[config.mk]
export PLATFORM = sky130hd
export DESIGN_NAME = lc3_term_dev
export DESIGN_NICKNAME = d
export VERILOG_FILES = /design/src/rtl/lc3_term_dev.sv
export SDC_FILE = /design/constraint.sdc
export NUM_CORES = 1
export LEC_CHECK = 0
export CORE_MARGIN = 1.5
export CORE_UTILIZATION = 32
export DETAILED_ROUTE_END_ITERATION = 6
export MAX_ROUTING_LAYER = met4
export SLEW_MARGIN = 10
export SYNTH_ARGS = -nofsm -noshare
export SYNTH_HDL_FRONTEND = slang
export SYNTH_SLANG_ARGS = --single-unit
[constraint.sdc]
create_clock -name clk -period 2.9 [get_ports clk]
set_input_delay 0.725 -clock clk [delete_from_list [all_inputs] [get_ports clk]]
set_output_delay 0.725 -clock clk [all_outputs]
set_load 0.05 [all_outputs]
[src/rtl/lc3_term_dev.sv]
// lc3_term_dev: terminal peer of the LC-3 keyboard/display pads, buffering keys in and display characters out
module lc3_term_dev #(
  parameter int KEY_DEPTH   = 8,
  parameter int DISP_DEPTH  = 8,
  parameter int SYNC_STAGES = 2
) (
  input  logic                          clk,
  input  logic                          rst_n,
  input  logic                          key_vld,
  output logic                          key_rdy,
  input  logic [7:0]                    key_data,
  output logic                          disp_vld,
  input  logic                          disp_rdy,
  output logic [7:0]                    disp_data,
  input  logic [15:0]                   cpu_kbsr,
  input  logic [15:0]                   cpu_ddr,
  input  logic [15:0]                   cpu_out_dsr,
  output logic [15:0]                   term_kbdr,
  output logic [15:0]                   term_in_dsr,
  output logic [$clog2(KEY_DEPTH):0]    key_level,
  output logic [$clog2(DISP_DEPTH):0]   disp_level
);
  localparam int KAW = $clog2(KEY_DEPTH);
  localparam int DAW = $clog2(DISP_DEPTH);

  typedef enum logic [1:0] {K_IDLE, K_OFFER, K_WAIT} k_state_t;
  typedef enum logic [1:0] {D_SYNC, D_READY, D_ACK} d_state_t;

  logic [9:0] sync_q [SYNC_STAGES];
  logic       ks, ds;
  logic [7:0] dd;
  logic       unused_pads;

  logic [7:0]     key_mem [KEY_DEPTH];
  logic [KAW-1:0] key_wp, key_rp;
  logic [KAW:0]   key_cnt;
  logic           key_push, key_pop;

  logic [7:0]     disp_mem [DISP_DEPTH];
  logic [DAW-1:0] disp_wp, disp_rp;
  logic [DAW:0]   disp_cnt;
  logic           disp_push, disp_pop, disp_full;

  k_state_t   k_state, k_next;
  d_state_t   d_state, d_next;
  logic       kbdr_stb, dsr_rdy;
  logic [7:0] kbdr_chr;

  assign unused_pads = ^{cpu_kbsr[14:0], cpu_ddr[15:8], cpu_out_dsr[14:0]};

  // Status bits and the character share one chain so dd is aligned with ds at capture
  always_ff @(posedge clk or negedge rst_n)
    if (!rst_n) begin
      for (int i = 0; i < SYNC_STAGES; i++) sync_q[i] <= '0;
    end else begin
      sync_q[0] <= {cpu_kbsr[15], cpu_out_dsr[15], cpu_ddr[7:0]};
      for (int i = 1; i < SYNC_STAGES; i++) sync_q[i] <= sync_q[i-1];
    end

  assign {ks, ds, dd} = sync_q[SYNC_STAGES-1];

  assign key_rdy   = rst_n && (key_cnt != (KAW+1)'(KEY_DEPTH));
  assign key_push  = key_vld && key_rdy;
  assign key_level = key_cnt;

  always_ff @(posedge clk)
    if (key_push) key_mem[key_wp] <= key_data;

  always_ff @(posedge clk or negedge rst_n)
    if (!rst_n) begin
      key_wp  <= '0;
      key_rp  <= '0;
      key_cnt <= '0;
    end else begin
      key_wp  <= key_push ? key_wp + KAW'(1) : key_wp;
      key_rp  <= key_pop ? key_rp + KAW'(1) : key_rp;
      key_cnt <= key_cnt + (KAW+1)'(key_push) - (KAW+1)'(key_pop);
    end

  assign disp_full  = disp_cnt == (DAW+1)'(DISP_DEPTH);
  assign disp_vld   = disp_cnt != '0;
  assign disp_pop   = disp_vld && disp_rdy;
  assign disp_data  = disp_mem[disp_rp];
  assign disp_level = disp_cnt;

  always_ff @(posedge clk)
    if (disp_push) disp_mem[disp_wp] <= dd;

  always_ff @(posedge clk or negedge rst_n)
    if (!rst_n) begin
      disp_wp  <= '0;
      disp_rp  <= '0;
      disp_cnt <= '0;
    end else begin
      disp_wp  <= disp_push ? disp_wp + DAW'(1) : disp_wp;
      disp_rp  <= disp_pop ? disp_rp + DAW'(1) : disp_rp;
      disp_cnt <= disp_cnt + (DAW+1)'(disp_push) - (DAW+1)'(disp_pop);
    end

  always_comb begin
    k_next  = k_state;
    key_pop = 1'b0;
    case (k_state)
      K_IDLE:  k_next = (key_cnt != '0 && !ks) ? K_OFFER : K_IDLE;
      K_OFFER: begin
        key_pop = ks;
        k_next  = ks ? K_WAIT : K_OFFER;
      end
      K_WAIT:  k_next = ks ? K_WAIT : K_IDLE;
      default: k_next = K_IDLE;
    endcase
  end

  // Only entry into D_READY requires space, so a push in D_READY always fits
  always_comb begin
    d_next    = d_state;
    disp_push = 1'b0;
    case (d_state)
      D_SYNC:  d_next = (ds && !disp_full) ? D_READY : D_SYNC;
      D_READY: begin
        disp_push = !ds;
        d_next    = ds ? D_READY : D_ACK;
      end
      D_ACK:   d_next = ds ? D_SYNC : D_ACK;
      default: d_next = D_SYNC;
    endcase
  end

  // The strobe trails K_OFFER entry by one cycle and drops with the pop
  always_ff @(posedge clk or negedge rst_n)
    if (!rst_n) begin
      k_state  <= K_IDLE;
      d_state  <= D_SYNC;
      kbdr_stb <= 1'b0;
      kbdr_chr <= '0;
      dsr_rdy  <= 1'b0;
    end else begin
      k_state  <= k_next;
      d_state  <= d_next;
      kbdr_stb <= k_state == K_OFFER && !ks;
      kbdr_chr <= k_state == K_OFFER ? key_mem[key_rp] : kbdr_chr;
      dsr_rdy  <= d_next == D_READY;
    end

  assign term_kbdr   = {kbdr_stb, 7'b0, kbdr_chr};
  assign term_in_dsr = {dsr_rdy, 15'b0};
endmodule

* After elaboration in Yosys (flattened, before gate mapping)
Memory sizes are Yosys's and may differ from the RTL's. A register that Yosys moved wholly into a read port is not among the register bits. Cells that the tools add are included.
Word-level totals: register bits after elaboration 46, memory bits (writable) 128, input bits 60, memories 2
Memories:
- disp_mem | words 8, width 8, rd ports 1, clocked after memory_dff 0, write ports 1, line 39 | logic [7:0] disp_mem [DISP_DEPTH];
- key_mem | words 8, width 8, rd ports 1, clocked after memory_dff 1, write ports 1, line 34 | logic [7:0] key_mem [KEY_DEPTH];
Operators by class: $add $sub $neg 8, equal/unequal tests 7, muxes and demuxes 14, reductions and logical operators 14
Operators by type and width (number):
- 3-bit by 1-bit adder with 3-bit output (second input constant) | 4
- 2-bit case mux with 3 select lines | 2
- 4-bit by 1-bit adder with 4-bit output | 2
- 1-bit 2-to-1 mux | 8
- 2-bit 2-to-1 mux | 4
- 4-bit nonzero test | 2
- 4-bit by 1-bit subtractor with 4-bit output | 2
- 2-bit by 1-bit == test with 1-bit output (second input constant) | 3
- 1-bit logical AND | 6
- 2-bit == test (second input constant) | 2
- 4-bit == test (second input constant) | 1
- 1-bit zero test | 4
- 2-bit zero test | 2
- 4-bit != test (second input constant) | 1

* Longest topological paths before layout
depth after elaboration 6, mapped depth 11, depth with buffers taken out 11

* Worst setup path before layout
OpenSTA, ideal clock, no wires.
path type reg-to-reg, start register disp_cnt[2], in the netlist disp_level[2], end register disp_cnt[2], in the netlist disp_level[2], setup time 123 ps, data arrival time 2707 ps, slack 70 ps, cell stages (with the launch flop) 11, path buffers 0, cells stage by stage dfrtp_1 > inv_1 > ha_1 > or3b_2 > nand2_1 > inv_1 > ha_1 > inv_1 > ha_1 > fa_1 > xor2_1
Between the ends: longest elaborated chain between the ends 3, elaborated cells between the ends (all ways) 4, classes of those cells add/sub (2); reduce/logical (2)
Ends and longest elaborated chain:
- start: declaration | line 41 | logic [DAW:0] disp_cnt;
- start signal: assignment | line 97 | disp_cnt <= disp_cnt + (DAW+1)'(disp_push) - (DAW+1)'(disp_pop);
- 4-bit nonzero test | line 81 | assign disp_vld = disp_cnt != '0;
- named net disp_vld | line 12 | output logic disp_vld,
- 1-bit logical AND | line 82 | assign disp_pop = disp_vld && disp_rdy;
- named net disp_pop | line 42 | logic disp_push, disp_pop, disp_full;
- 4-bit by 1-bit subtractor with 4-bit output | line 97
The timed path passes the listed nets, and every way through them passes these cells. A chain may end at the register's enable or synchronous reset.

* Worst setup path in the final report
start register disp_rp[0], end output disp_data[2]
Between the ends: longest elaborated chain between the ends 1
Ends and longest elaborated chain:
- start: declaration | line 40 | logic [DAW-1:0] disp_wp, disp_rp;
- start signal: assignment | line 96 | disp_rp <= disp_pop ? disp_rp + DAW'(1) : disp_rp;
- memory 8 x 8 bit
- end: declaration | line 14 | output logic [7:0] disp_data,
Every way passes these cells.

==> key figures <==
Die
  • Die width: 153.9 um
  • Core area: 22,500 um^2
  • Site Rows: 55
  • I/O pin count: 110
  • Initial Utilization: 0.3239
  • Die ar.: 23,690 um^2
  • Die height: 153.9 um

Status
  • Status: finished, final reports clean

Critical path
  • Crit path required time: 2170 ps
  • Crit start category: register
  • Kind of critical path: register to output pin
  • Reg-to-reg startpoint: disp_level[2]
  • Worst Path Max Fanout: 10
  • Cell chain of the critical path: buf_4, mux4_1, mux2_2, buf_4
  • Internal reg-to-reg setup slack: 380 ps
  • CP Launch Point: disp_rp[0]
  • Most frequent CP cell: buf_4
  • Crit-path slowest cell: mux4_1
  • Worst reg2reg path depth: 10
  • FF-to-FF End: disp_level[2]
  • Crit end category: output pin
  • CP arrival: 2080 ps
  • Max stage delay on crit path: 580 ps

GRT
  • Via count of the first global-routing pass: 3,733
  • Initial antenna violation count: 0
  • Pin count of the biggest net entering global routing: 35
  • GRT Total Usage: 0.1233
  • Grt total ovfl: 0
  • First-pass GRT wire length: 20,720 um

Synth
  • Avg Synthesized Cell Area: 17.65 um^2
  • Post-Synthesis Cells: 413
  • Syn Std Cell Area: 7288 um^2
  • Seq/Total Area, Yosys: 0.7128
  • Post-synth EDFFs: 128
  • Synth Register Bits: 182
  • Yosys cell types: 37
  • Ys Warns: 0
  • Synth async-reset ratio: 0.2967
  • Ys flop type: edfxtp_1

Power and ir drop
  • Clock share of power: 0.262
  • VDD IR max: 0.6874 mV
  • Net switching power: 3.202 mW
  • Pwr Density: 1006 nW/um^2
  • Cell-internal power: 5.539 mW
  • Combinational share of power: 0.340
  • Leak: 3.273 nW
  • Switch share: 0.3663
  • Sequential share of power: 0.397

Routing
  • Final wirelength: 13,300 um
  • Drt pass-1 iters: 4
  • Drt wl/cell: 16.96 um
  • DRC: 0
  • Via density: 4.547
  • Detailed-route via count: 3,565
  • Initial detailed-routing violation count: 211
  • Detail Route Antenna Nets: 0

Clock tree
  • CTS Buf Count: 17
  • Max clock buf depth: 2
  • # clock sinks: 182
  • H-tree depth: 4
  • Clk Latency, worst-skew pair: 430 ps
  • Total setup buffers inserted after CTS: 0
  • CTS clock-pin slew for the worst setup and hold paths: 70 ps
  • Root Driver: clkbuf_16
  • CTS tree: built

Layout
  • Antenna Cells: 0
  • Filler cells: 2,033
  • Layout cell share with drive strength beyond 1: 0.1924
  • Area growth syn-to-layout: 19.26%
  • Final Core Density: 0.3863
  • FF/Latch Area: 5196 um^2
  • Multi-input logic area: 1852 um^2
  • Fin nets: 564

Timing
  • Setup_tns: 0 ps
  • Tcrit/Tclk final: 0.9659
  • Slew HR: 0.4788
  • Final hold viol count: 0
  • Worst Skew: 10.96 ps
  • Minimum clock period: 2801 ps
  • Max Clk Rate: 357.0 MHz
  • Fin worst setup slack: 98.76 ps
  • Setup-failing EPs final: 0
  • Worst slew pin tran: 778.9 ps
  • Hold WS: 145.6 ps
  • RSZ-0062 raised after global routing: no
  • Pins Over Slew Limit: 0

Job
  • Max-Cap Viols: 0

Min path
  • Worst Hold Class: primary input to async pin

Placed design
  • RD Place Congestion: 0.7460
  • DP HPWL: 8493 um
  • Setup WS pre-CTS: 233.1 ps
  • Port bufs: 49
[kinds of logic after synthesis]
logic type | Yosys count | synth area share
adders and majority gates | 18 | 0.03296
DFF | 182 | 0.7128
and+or+nand+nor | 58 | 0.04206
xor gates and xnor gates | 13 | 0.01562
buffers and inverters | 52 | 0.04395
muxes | 60 | 0.1229
AOI/OAI and AO/OA | 29 | 0.02919
other | 1 | 0.0005145
[cell usage in the layout, fill, tap and decap left out, types with 4 or more instances in the layout]
cell / Yosys / layout
mux2_2: 28 / 28
clkbuf_16: 0 / 17
xor2_1: 4 / 4
clkinv_8: 0 / 4
mux4_1: 16 / 16
inv_1: 15 / 15
clkdlybuf4s50_1: 0 / 38
o22ai_1: 8 / 8
xnor2_1: 9 / 9
nand2_1: 15 / 15
buf_4: 26 / 29
nor3_1: 7 / 7
o31ai_1: 8 / 8
dfrtp_1: 54 / 53
ha_1: 16 / 16
mux2i_1: 16 / 16
conb_1: 1 / 22
a22o_1: 8 / 8
nand2b_1: 8 / 8
inv_8: 0 / 5
inv_6: 0 / 5
nor2_1: 12 / 12
edfxtp_1: 128 / 128
[per-stage QoR]
| stage | instance area, um^2 | power, mW | instances |
|---|---|---|---|
| 3_5_place_dp | 8093 | 6.559 | 752 |
| 4_1_cts | 8692 | 8.879 | 784 |
| 2_1_floorplan | 7367 | 5.724 | 434 |
| 3_3_place_gp | 8093 | 6.462 | 752 |
| 5_1_grt | 8692 | 9.191 | 784 |
| 6_report | 8692 | 8.742 | 784 |
[power groups by stage]
stage          registers [mW]  logic (mW)  clock network (mW)
3_5_place_dp             3.54        3.02                   0
5_1_grt                  3.53        3.21                2.45
4_1_cts                  3.48        3.03                2.36
3_3_place_gp             3.51        2.95                   0
2_1_floorplan            3.80        1.93                   0
6_report                 3.47        2.98                2.29
[synth_stat cells (3+ instances only)]
library cell,number,area (um^2)
ha_1,16,200.2
xor2_1,4,35.03
nand2b_1,8,50.05
nor3_1,7,35.03
inv_1,15,56.30
o22ai_1,8,50.05
dfrtp_1,54,1351
edfxtp_1,128,3844
buf_4,26,195.2
nand2_1,15,56.30
buf_2,3,15.01
xnor2_1,9,78.83
mux4_1,16,420.4
o31ai_1,8,60.06
clkbuf_1,4,15.01
a22o_1,8,70.07
mux2_2,28,315.3
nor2_1,12,45.04
mux2i_1,16,160.2
[state kept, by name (all words and copies together), names as in the netlist, 3 cells and up]
| name | flops |
|---|---|
| dd | 8 |
| disp_level | 4 |
| disp_mem | 64 |
| disp_rp | 3 |
| disp_wp | 3 |
| kbdr_chr | 8 |
| key_level | 4 |
| key_mem | 64 |
| key_rp | 3 |
| key_wp | 3 |
| sync_q | 10 |
[area by class of cell]
cell class / instances / area share
Inverter: 15 / 0.006478
Tap cell: 285 / 0.04102
Multi-Input combinational cell: 200 / 0.2130
Timing Repair Buffer: 70 / 0.07269
Sequential cell: 182 / 0.5978
Clock buffer: 17 / 0.04894
Clock inverter: 15 / 0.02001
[how the worst max path moves through the flow]
stage / cells past startpoint / slack, ps / to
6_report: 4 / 100 / disp_data[2]
3_5_place_dp: 8 / 230 / key_level[1]
2_1_floorplan: 10 / 70 / disp_level[2]
5_1_grt: 4 / 20 / disp_data[1]
3_3_place_gp: 8 / 240 / key_level[2]
4_1_cts: 4 / 60 / disp_data[2]
[layer usage]
| metal | global-route usage | wire [um] | vias to the layer above |
|---|---|---|---|
| li1 | - | - | 1672 |
| met1 | 0.1367 | 5463 | 1815 |
| met2 | 0.2142 | 7119 | 62 |
| met3 | 0.03129 | 527 | 16 |
| met4 | 0.04577 | 185 | 0 |
| met5 | - | 0 | - |
[repair_timing]
item,CTS,global route
endpoints found under the setup margin,3,0
resized for setup,2,0
hold buffers,0,0
[worst max-delay path: cells and delay by family, from the launching register on]
family	cells	cell delay [ps]
buffers and inverters	2	400
flip-flops	1	360
multiplexers	2	880
(Power assumes the default switching activity.)
